[config.mk]
export PLATFORM = sky130hd
export DESIGN_NAME = instruction_decode
export DESIGN_NICKNAME = d
export VERILOG_FILES = /design/src/rtl/rv32i_types.sv /design/src/rtl/id_regfile.sv /design/src/rtl/instruction_decode.sv
export SDC_FILE = /design/constraint.sdc
export NUM_CORES = 2
export LEC_CHECK = 0
export CAP_MARGIN = 0
export CORE_MARGIN = 1
export CORE_UTILIZATION = 50
export CTS_CLUSTER_DIAMETER = 60
export CTS_CLUSTER_SIZE = 10
export DETAILED_ROUTE_END_ITERATION = 16
export DONT_BUFFER_PORTS = 1
export PLACE_DENSITY = 0.67
export SLEW_MARGIN = 20
export SYNTH_ARGS = -nofsm -noshare
export SYNTH_HDL_FRONTEND = slang
export SYNTH_SLANG_ARGS = --single-unit
[constraint.sdc]
create_clock -name clk -period 2.4 [get_ports clk]
set_input_delay 0.48 -clock clk [delete_from_list [all_inputs] [get_ports clk]]
set_output_delay 0.48 -clock clk [all_outputs]
set_load 0.01 [all_outputs]
[src/rtl/rv32i_types.sv]
// Shared rv32i pipeline types: opcodes, control-word fields, immediate formats
// and the ID/EX register layout. Also holds the immediate generator.
package rv32i_types;

  localparam int          NUM_REGS  = 32;
  localparam logic [31:0] NOP_INSTR = 32'h0000_0013;

  typedef enum logic [6:0] {
    op_lui   = 7'b0110111,
    op_auipc = 7'b0010111,
    op_jal   = 7'b1101111,
    op_jalr  = 7'b1100111,
    op_br    = 7'b1100011,
    op_load  = 7'b0000011,
    op_store = 7'b0100011,
    op_imm   = 7'b0010011,
    op_reg   = 7'b0110011
  } rv32i_opcode_t;

  typedef enum logic [2:0] {
    alu_add = 3'd0, alu_sll = 3'd1, alu_sra = 3'd2, alu_sub = 3'd3,
    alu_xor = 3'd4, alu_srl = 3'd5, alu_or  = 3'd6, alu_and = 3'd7
  } alu_ops_t;

  typedef enum logic [2:0] {
    cmp_beq  = 3'b000, cmp_bne  = 3'b001, cmp_blt  = 3'b100,
    cmp_bge  = 3'b101, cmp_bltu = 3'b110, cmp_bgeu = 3'b111
  } cmp_ops_t;

  typedef enum logic { alumux1_rs1 = 1'b0, alumux1_pc  = 1'b1 } alumux1_sel_t;
  typedef enum logic { alumux2_imm = 1'b0, alumux2_rs2 = 1'b1 } alumux2_sel_t;

  typedef enum logic [2:0] {
    rfmux_alu = 3'd0, rfmux_br_en = 3'd1, rfmux_u_imm = 3'd2,
    rfmux_load = 3'd3, rfmux_pc_plus4 = 3'd4
  } regfilemux_sel_t;

  typedef enum logic [2:0] {
    imm_none, imm_i, imm_s, imm_b, imm_u, imm_j
  } imm_fmt_t;

  typedef struct packed {
    logic [6:0]      opcode;
    logic [2:0]      funct3;
    alu_ops_t        aluop;
    cmp_ops_t        cmpop;
    alumux1_sel_t    alumux1_sel;
    alumux2_sel_t    alumux2_sel;
    regfilemux_sel_t regfilemux_sel;
    logic            load_regfile;
    logic            mem_read;
    logic            mem_write;
    logic            illegal;
  } ctrl_word_t;

  typedef struct packed {
    logic [31:0] pc;
    ctrl_word_t  ctrl;
    logic [31:0] rs1_data;
    logic [31:0] rs2_data;
    logic [31:0] imm;
    logic [4:0]  rs1;
    logic [4:0]  rs2;
    logic [4:0]  rd;
    logic        valid;
    logic        false_nop;
  } id_ex_t;

  function automatic logic [31:0] imm_gen(input logic [31:0] instr, input imm_fmt_t fmt);
    case (fmt)
      imm_i:   return {{20{instr[31]}}, instr[31:20]};
      imm_s:   return {{20{instr[31]}}, instr[31:25], instr[11:7]};
      imm_b:   return {{19{instr[31]}}, instr[31], instr[7], instr[30:25], instr[11:8], 1'b0};
      imm_u:   return {instr[31:12], 12'b0};
      imm_j:   return {{11{instr[31]}}, instr[31], instr[19:12], instr[20], instr[30:21], 1'b0};
      default: return 32'b0;
    endcase
  endfunction

  // alt selects sub/sra; callers only raise it where funct7[5] is meaningful.
  function automatic alu_ops_t alu_from_funct3(input logic [2:0] f3, input logic alt);
    case (f3)
      3'b000:  return alt ? alu_sub : alu_add;
      3'b001:  return alu_sll;
      3'b100:  return alu_xor;
      3'b101:  return alt ? alu_sra : alu_srl;
      3'b110:  return alu_or;
      3'b111:  return alu_and;
      default: return alu_add;
    endcase
  endfunction

  function automatic cmp_ops_t cmp_from_funct3(input logic [2:0] f3);
    case (f3)
      3'b001:  return cmp_bne;
      3'b100:  return cmp_blt;
      3'b101:  return cmp_bge;
      3'b110:  return cmp_bltu;
      3'b111:  return cmp_bgeu;
      default: return cmp_beq;
    endcase
  endfunction

endpackage

[src/rtl/id_regfile.sv]
// 32x32 register file, two combinational read ports, one write port, x0 = 0.
// Optional write-to-read bypass under macro REGFILE_BYPASS_EN.
module id_regfile
  import rv32i_types::*;
(
  input  logic        clk,
  input  logic        rst,
  input  logic        we,
  input  logic [4:0]  waddr,
  input  logic [31:0] wdata,
  input  logic [4:0]  raddr1,
  input  logic [4:0]  raddr2,
  output logic [31:0] rdata1,
  output logic [31:0] rdata2
);

  logic [31:0] regs_q [NUM_REGS];
  logic [31:0] regs_d [NUM_REGS];

  always_comb begin
    regs_d = regs_q;
    if (we && waddr != 5'd0) regs_d[waddr] = wdata;
  end

  // NOTE: the array is cleared in reset because architectural state must read 0
  // after reset; this forces flops rather than a RAM macro, which is accepted here.
  always_ff @(posedge clk) begin
    if (rst) begin
      for (int i = 0; i < NUM_REGS; i++) regs_q[i] <= '0;
    end else begin
      regs_q <= regs_d;
    end
  end

  function automatic logic [31:0] read_port(input logic [4:0] addr);
    if (addr == 5'd0) return 32'b0;
`ifdef REGFILE_BYPASS_EN
    if (we && addr == waddr) return wdata;
`endif
    return regs_q[addr];
  endfunction

  always_comb rdata1 = read_port(raddr1);
  always_comb rdata2 = read_port(raddr2);

endmodule

[src/rtl/instruction_decode.sv]
// rv32i ID stage: decode, register read, load-use bubble, ID/EX register.
// Build option REGFILE_BYPASS_EN enables same-cycle WB->ID bypass in id_regfile.
module instruction_decode
  import rv32i_types::*;
(
  input  logic        clk,
  input  logic        rst,
  input  logic [31:0] pc_ff,
  input  logic [31:0] instr_ff,
  input  logic        false_NOP,
  input  logic        MA_stall,
  input  logic        br_taken,
  input  logic        wb_load,
  input  logic [4:0]  wb_rd,
  input  logic [31:0] wb_data,
  output logic        bubble,
  output logic [31:0] ex_pc,
  output ctrl_word_t  ex_ctrl,
  output logic [31:0] ex_rs1_data,
  output logic [31:0] ex_rs2_data,
  output logic [31:0] ex_imm,
  output logic [4:0]  ex_rs1,
  output logic [4:0]  ex_rs2,
  output logic [4:0]  ex_rd,
  output logic        ex_valid,
  output logic        ex_false_nop
);

  logic [6:0]  opcode;
  logic [2:0]  funct3;
  logic [4:0]  rs1, rs2, rd;
  ctrl_word_t  ctrl;
  imm_fmt_t    imm_fmt;
  logic        rs1_used, rs2_used, load_use;
  logic [31:0] rs1_data, rs2_data;
  id_ex_t      id_ex_q, id_ex_d;

  assign opcode = instr_ff[6:0];
  assign rd     = instr_ff[11:7];
  assign funct3 = instr_ff[14:12];
  assign rs1    = instr_ff[19:15];
  assign rs2    = instr_ff[24:20];

  id_regfile u_regfile (
    .clk    (clk),
    .rst    (rst),
    .we     (wb_load),
    .waddr  (wb_rd),
    .wdata  (wb_data),
    .raddr1 (rs1),
    .raddr2 (rs2),
    .rdata1 (rs1_data),
    .rdata2 (rs2_data)
  );

  always_comb begin
    // NOTE: defaults first so every path assigns every field and no latch is inferred.
    ctrl        = '0;
    imm_fmt     = imm_none;
    ctrl.opcode = opcode;
    ctrl.funct3 = funct3;
    case (opcode)
      op_lui:   begin imm_fmt = imm_u; ctrl.load_regfile = 1'b1; ctrl.regfilemux_sel = rfmux_u_imm; end
      op_auipc: begin imm_fmt = imm_u; ctrl.load_regfile = 1'b1; ctrl.alumux1_sel = alumux1_pc; end
      op_jal: begin
        imm_fmt = imm_j; ctrl.load_regfile = 1'b1;
        ctrl.alumux1_sel = alumux1_pc; ctrl.regfilemux_sel = rfmux_pc_plus4;
      end
      op_jalr:  begin imm_fmt = imm_i; ctrl.load_regfile = 1'b1; ctrl.regfilemux_sel = rfmux_pc_plus4; end
      op_br:    begin imm_fmt = imm_b; ctrl.alumux1_sel = alumux1_pc; ctrl.cmpop = cmp_from_funct3(funct3); end
      op_load: begin
        imm_fmt = imm_i; ctrl.load_regfile = 1'b1;
        ctrl.mem_read = 1'b1; ctrl.regfilemux_sel = rfmux_load;
      end
      op_store: begin imm_fmt = imm_s; ctrl.mem_write = 1'b1; end
      op_imm, op_reg: begin
        imm_fmt           = (opcode == op_imm) ? imm_i : imm_none;
        ctrl.load_regfile = 1'b1;
        ctrl.alumux2_sel  = (opcode == op_reg) ? alumux2_rs2 : alumux2_imm;
        // slt/sltu reuse the comparator and write its flag back
        if (funct3 == 3'b010 || funct3 == 3'b011) begin
          ctrl.cmpop          = funct3[0] ? cmp_bltu : cmp_blt;
          ctrl.regfilemux_sel = rfmux_br_en;
        end else begin
          ctrl.aluop = alu_from_funct3(funct3, instr_ff[30] &&
                                       (opcode == op_reg || funct3 == 3'b101));
        end
      end
      default: begin ctrl = '0; ctrl.illegal = 1'b1; end
    endcase
  end

  assign rs1_used = !(opcode inside {op_lui, op_auipc, op_jal});
  assign rs2_used = opcode inside {op_br, op_store, op_reg};

  assign load_use = id_ex_q.valid && id_ex_q.ctrl.mem_read && (id_ex_q.rd != 5'd0) &&
                    ((rs1_used && rs1 == id_ex_q.rd) || (rs2_used && rs2 == id_ex_q.rd)) &&
                    !br_taken;
  assign bubble   = load_use;

  always_comb begin
    id_ex_d = id_ex_q;
    if (MA_stall) begin
      id_ex_d = id_ex_q;
    end else if (br_taken || load_use) begin
      id_ex_d           = '0;
      id_ex_d.false_nop = 1'b1;
    end else begin
      id_ex_d.pc        = pc_ff;
      id_ex_d.ctrl      = ctrl;
      id_ex_d.rs1_data  = rs1_data;
      id_ex_d.rs2_data  = rs2_data;
      id_ex_d.imm       = imm_gen(instr_ff, imm_fmt);
      id_ex_d.rs1       = rs1;
      id_ex_d.rs2       = rs2;
      id_ex_d.rd        = rd;
      id_ex_d.valid     = !false_NOP;
      id_ex_d.false_nop = false_NOP;
    end
  end

  // NOTE: non-blocking assignment so every flop samples pre-edge values regardless of block order.
  always_ff @(posedge clk) begin
    if (rst) id_ex_q <= '0;
    else     id_ex_q <= id_ex_d;
  end

  assign ex_pc        = id_ex_q.pc;
  assign ex_ctrl      = id_ex_q.ctrl;
  assign ex_rs1_data  = id_ex_q.rs1_data;
  assign ex_rs2_data  = id_ex_q.rs2_data;
  assign ex_imm       = id_ex_q.imm;
  assign ex_rs1       = id_ex_q.rs1;
  assign ex_rs2       = id_ex_q.rs2;
  assign ex_rd        = id_ex_q.rd;
  assign ex_valid     = id_ex_q.valid;
  assign ex_false_nop = id_ex_q.false_nop;

endmodule

==> results.json <==
{
  "reg2regPathDepth": 11,
  "top_layer": "met5",
  "hold_path.class": "input port to flip-flop",
  "fin_area_um2": 69600,
  "synth_top_area_cell": "dfxtp_1",
  "wirelength_um": 244000,
  "clockBufferDepth": 3,
  "vias_per_cell": 6.75,
  "ys_seq_area_frac": 0.407,
  "power.density_nw_per_um2": 621,
  "timing.rr.start": "ex_rd[1]",
  "m1WireLength_um": 83700,
  "rsz0062_at_grt": "true",
  "start_util": 0.505,
  "worst_pin_slew_ns": 1.93,
  "hold_ws_ns": -0.00945,
  "htree_levels": 4,
  "r2r_end": "ex_rs2_data[6]",
  "fin_nets": 6934,
  "ys_types": 52,
  "drv_slew": 153,
  "critPathBufInv": 2,
  "cp-end-kind": "output pin",
  "clkTransAtPathRegs_ns": 0.06,
  "placed_area_um2": 60900,
  "die_x_um": 345,
  "critPathMaxFanout": 4,
  "outcome": "finished, violations left",
  "arrival_ns": 2.45,
  "avgRoutedWirePerCell_um": 29.1,
  "synth-seq-cells": 1194,
  "p_leak_nw": 23.5,
  "place_congestion": 0.954,
  "period_minus_slack_ns": 2.93,
  "syn2layout_area_growth_pct": 18.7,
  "slew_headroom": -0.287,
  "syn_nets": 6859,
  "syn_area_um2": 58700,
  "synth_edf_count": 0,
  "synth_ff_type": "dfxtp_1",
  "p_int_mw": 32.4,
  "yosysWarnings": 0,
  "die-area_um2": 119000,
  "power_frac_seq": 0.468,
  "synth.top_cell.area_share": 0.407,
  "synthArstFlopShare": 0,
  "drt_iter0_drc": 8887,
  "path_class": "flip-flop to output pin",
  "crit_chain": "or4_4, o211ai_4, buf_6, nor4_4, a21oi_4, nor2_4, buf_6",
  "power.share.combinational": 0.080,
  "route.detailed.drc": 0,
  "peakVddDrop_mv": 0.642,
  "synthCells": 6752,
  "drtPass1Iterations": 7,
  "crit_family": "simple AND/OR/NAND/NOR gates",
  "grt_use_total": 0.394,
  "grt_pass1_vias": 52794,
  "critPathRequiredTime_ns": 1.92,
  "hold_violations": 2,
  "grt_overflow": 0,
  "cp-startpoint": "ex_rd[1]",
  "achievable-frequency_ghz": 0.341,
  "clock_latency_ns": 0.81,
  "port_buffers": 0,
  "vias": 56654,
  "drive_gt1_frac": 0.149,
  "synth.avg_cell_area_um2": 8.69,
  "fin_crit_sh": 1.22,
  "crit_path_start_kind": "flip-flop",
  "p_sw_mw": 10.8,
  "wl_met2_um": 106000,
  "ios": 278,
  "netlist_top_cells_count": "nand2_1, dfxtp_1, a21oi_1, clkbuf_1, mux4_2",
  "cts_tree": "yes",
  "cts_made_buffers": 141,
  "cap_violations": 0,
  "slowest_delay_ns": 0.52,
  "violations": "hold timing, slew limit, setup timing",
  "slowest_stage": "or4_4",
  "grt_pass1_wl_um": 345000,
  "synth.area.top_cells": "dfxtp_1, mux4_2, nand2_1",
  "num_rows": 125,
  "cts.sinks": 1194,
  "ff2ff_setup_slack_ns": -0.32,
  "finalClockSkew_ns": 0.0322,
  "dp_hpwl_um": 135000,
  "setup_viol": 131,
  "antenna_found_initial": 5,
  "die_h_um": 345,
  "grt_max_degree": 783,
  "critPathMostFrequentCell": "buf_6",
  "finalWorstSetupSlack_ns": -0.533,
  "cts-root-buf": "clkbuf_16",
  "wl_met3_um": 34400,
  "crit_cells": 7,
  "tns_ns": -26.96,
  "pwr-share-clk": 0.452,
  "p_sw_frac": 0.251,
  "postRouteAntennaNets": 0,
  "synth_most_common_cell": "nand2_1",
  "core_area_um2": 116000,
  "critPathCapture": "bubble"
}
## power by group through the flow
stage / clock [mW] / sequential [mW] / combinational (mW)
floorplan: 0 / 20.6 / 2.25
global placement: 0 / 20.6 / 2.13
detailed placement: 0 / 20.7 / 2.15
CTS: 19.5 / 20.2 / 2.91
global route: 20.4 / 20.2 / 3.48
finish: 19.5 / 20.2 / 3.46
## cell families (layout without fill, tap and decap cells)
logic type	count (synthesis)	count (layout)	synth area share
and+or+nand+nor	2518	2518	0.173
DFF	1194	1194	0.407
xor gates and xnor gates	10	10	0.00149
other	0	7	0
AOI/OAI and AO/OA	1694	1694	0.173
buffers and inverters	696	801	0.0469
muxes	640	640	0.198
## what timing repair did
item | in CTS | in global routing
gates cloned | 0 | 18
hold buffers | 359 | 1
endpoints found under the setup margin | 110 | 322
endpoints found under the hold margin | 1125 | 1
pin swaps | 4 | 81
gates resized for setup | 11 | 47
buffers inserted | 3 | 9
## area by class of cell
cell class              instances  area (um2)
inverters                       3        11.3
clock inverters                19         210
fillers                      9835       46600
clock buffers                 154        3720
flip-flops and latches       1194       23900
repair buffers                625        7340
well taps                    1524        1910
multi-input cells            4862       32500
diodes                          7        17.5
## per-stage QoR
stage | utilization | cells | worst slack [ns] | power, mW
2_1_floorplan | - | 6752 | 0.0248 | 22.8
3_3_place_gp | 0.524 | 7814 | -0.276 | 22.8
3_5_place_dp | 0.524 | 7814 | -0.192 | 22.8
4_1_cts | 0.593 | 8349 | -0.562 | 42.7
5_1_grt | 0.599 | 8385 | -0.577 | 44.1
6_report | 0.599 | 8388 | -0.533 | 43.2
## worst reg2reg max path: cells and delay by family, from the launching register on
| family | cells | cell delay, ns |
|---|---|---|
| compound gates | 4 | 0.93 |
| flops | 1 | 0.34 |
| buf+inv | 5 | 0.81 |
| simple gates | 2 | 0.57 |
## flip-flops by register name, indices dropped and copies added, names as in the netlist
name / cells
ex_rd: 5
ex_rs2_data: 32
ex_imm: 32
ex_rs1: 5
u_regfile.regs_q: 1024
ex_valid: 1
ex_rs1_data: 32
ex_false_nop: 1
ex_ctrl: 25
ex_rs2: 5
ex_pc: 32
## cell usage in the layout, fill, tap and decap left out, drive strengths merged, types with 8 or more instances in the layout
| cell | n |
|---|---|
| nand2 | 2212 |
| dfxtp | 1194 |
| a21oi | 1042 |
| mux4 | 416 |
| dlygate4sd3 | 323 |
| buf | 286 |
| mux2i | 224 |
| clkbuf | 169 |
| o21ai | 126 |
| a221oi | 109 |
| a22oi | 100 |
| a22o | 96 |
| o22ai | 96 |
| nand3 | 69 |
| a211oi | 66 |
| nor2 | 47 |
| nor2b | 42 |
| nand2b | 35 |
| nand4 | 35 |
| o211ai | 33 |
| and4b | 32 |
| a21boi | 13 |
| clkinv | 12 |
| inv | 9 |
| xnor2 | 8 |
## metal layers
layer	vias up	track usage
met3	988	0.109
met2	4487	0.586
met5	-	0
met4	2	0.295
li1	23999	-
met1	27178	0.486
## worst min path at each step
stage	from	endpoint	slack, ns	cells past startpoint
floorplan	u_regfile.regs_q[64]	u_regfile.regs_q[64]	0.44	2
global placement	u_regfile.regs_q[550]	u_regfile.regs_q[550]	0.45	2
detailed placement	u_regfile.regs_q[548]	u_regfile.regs_q[548]	0.46	2
CTS	wb_data[31]	u_regfile.regs_q[479]	0.0007	3
global route	MA_stall	ex_ctrl[5]	0.008	3
finish	instr_ff[20]	ex_imm[20]	-0.009	2
Power figures use the tool's default switching activity.
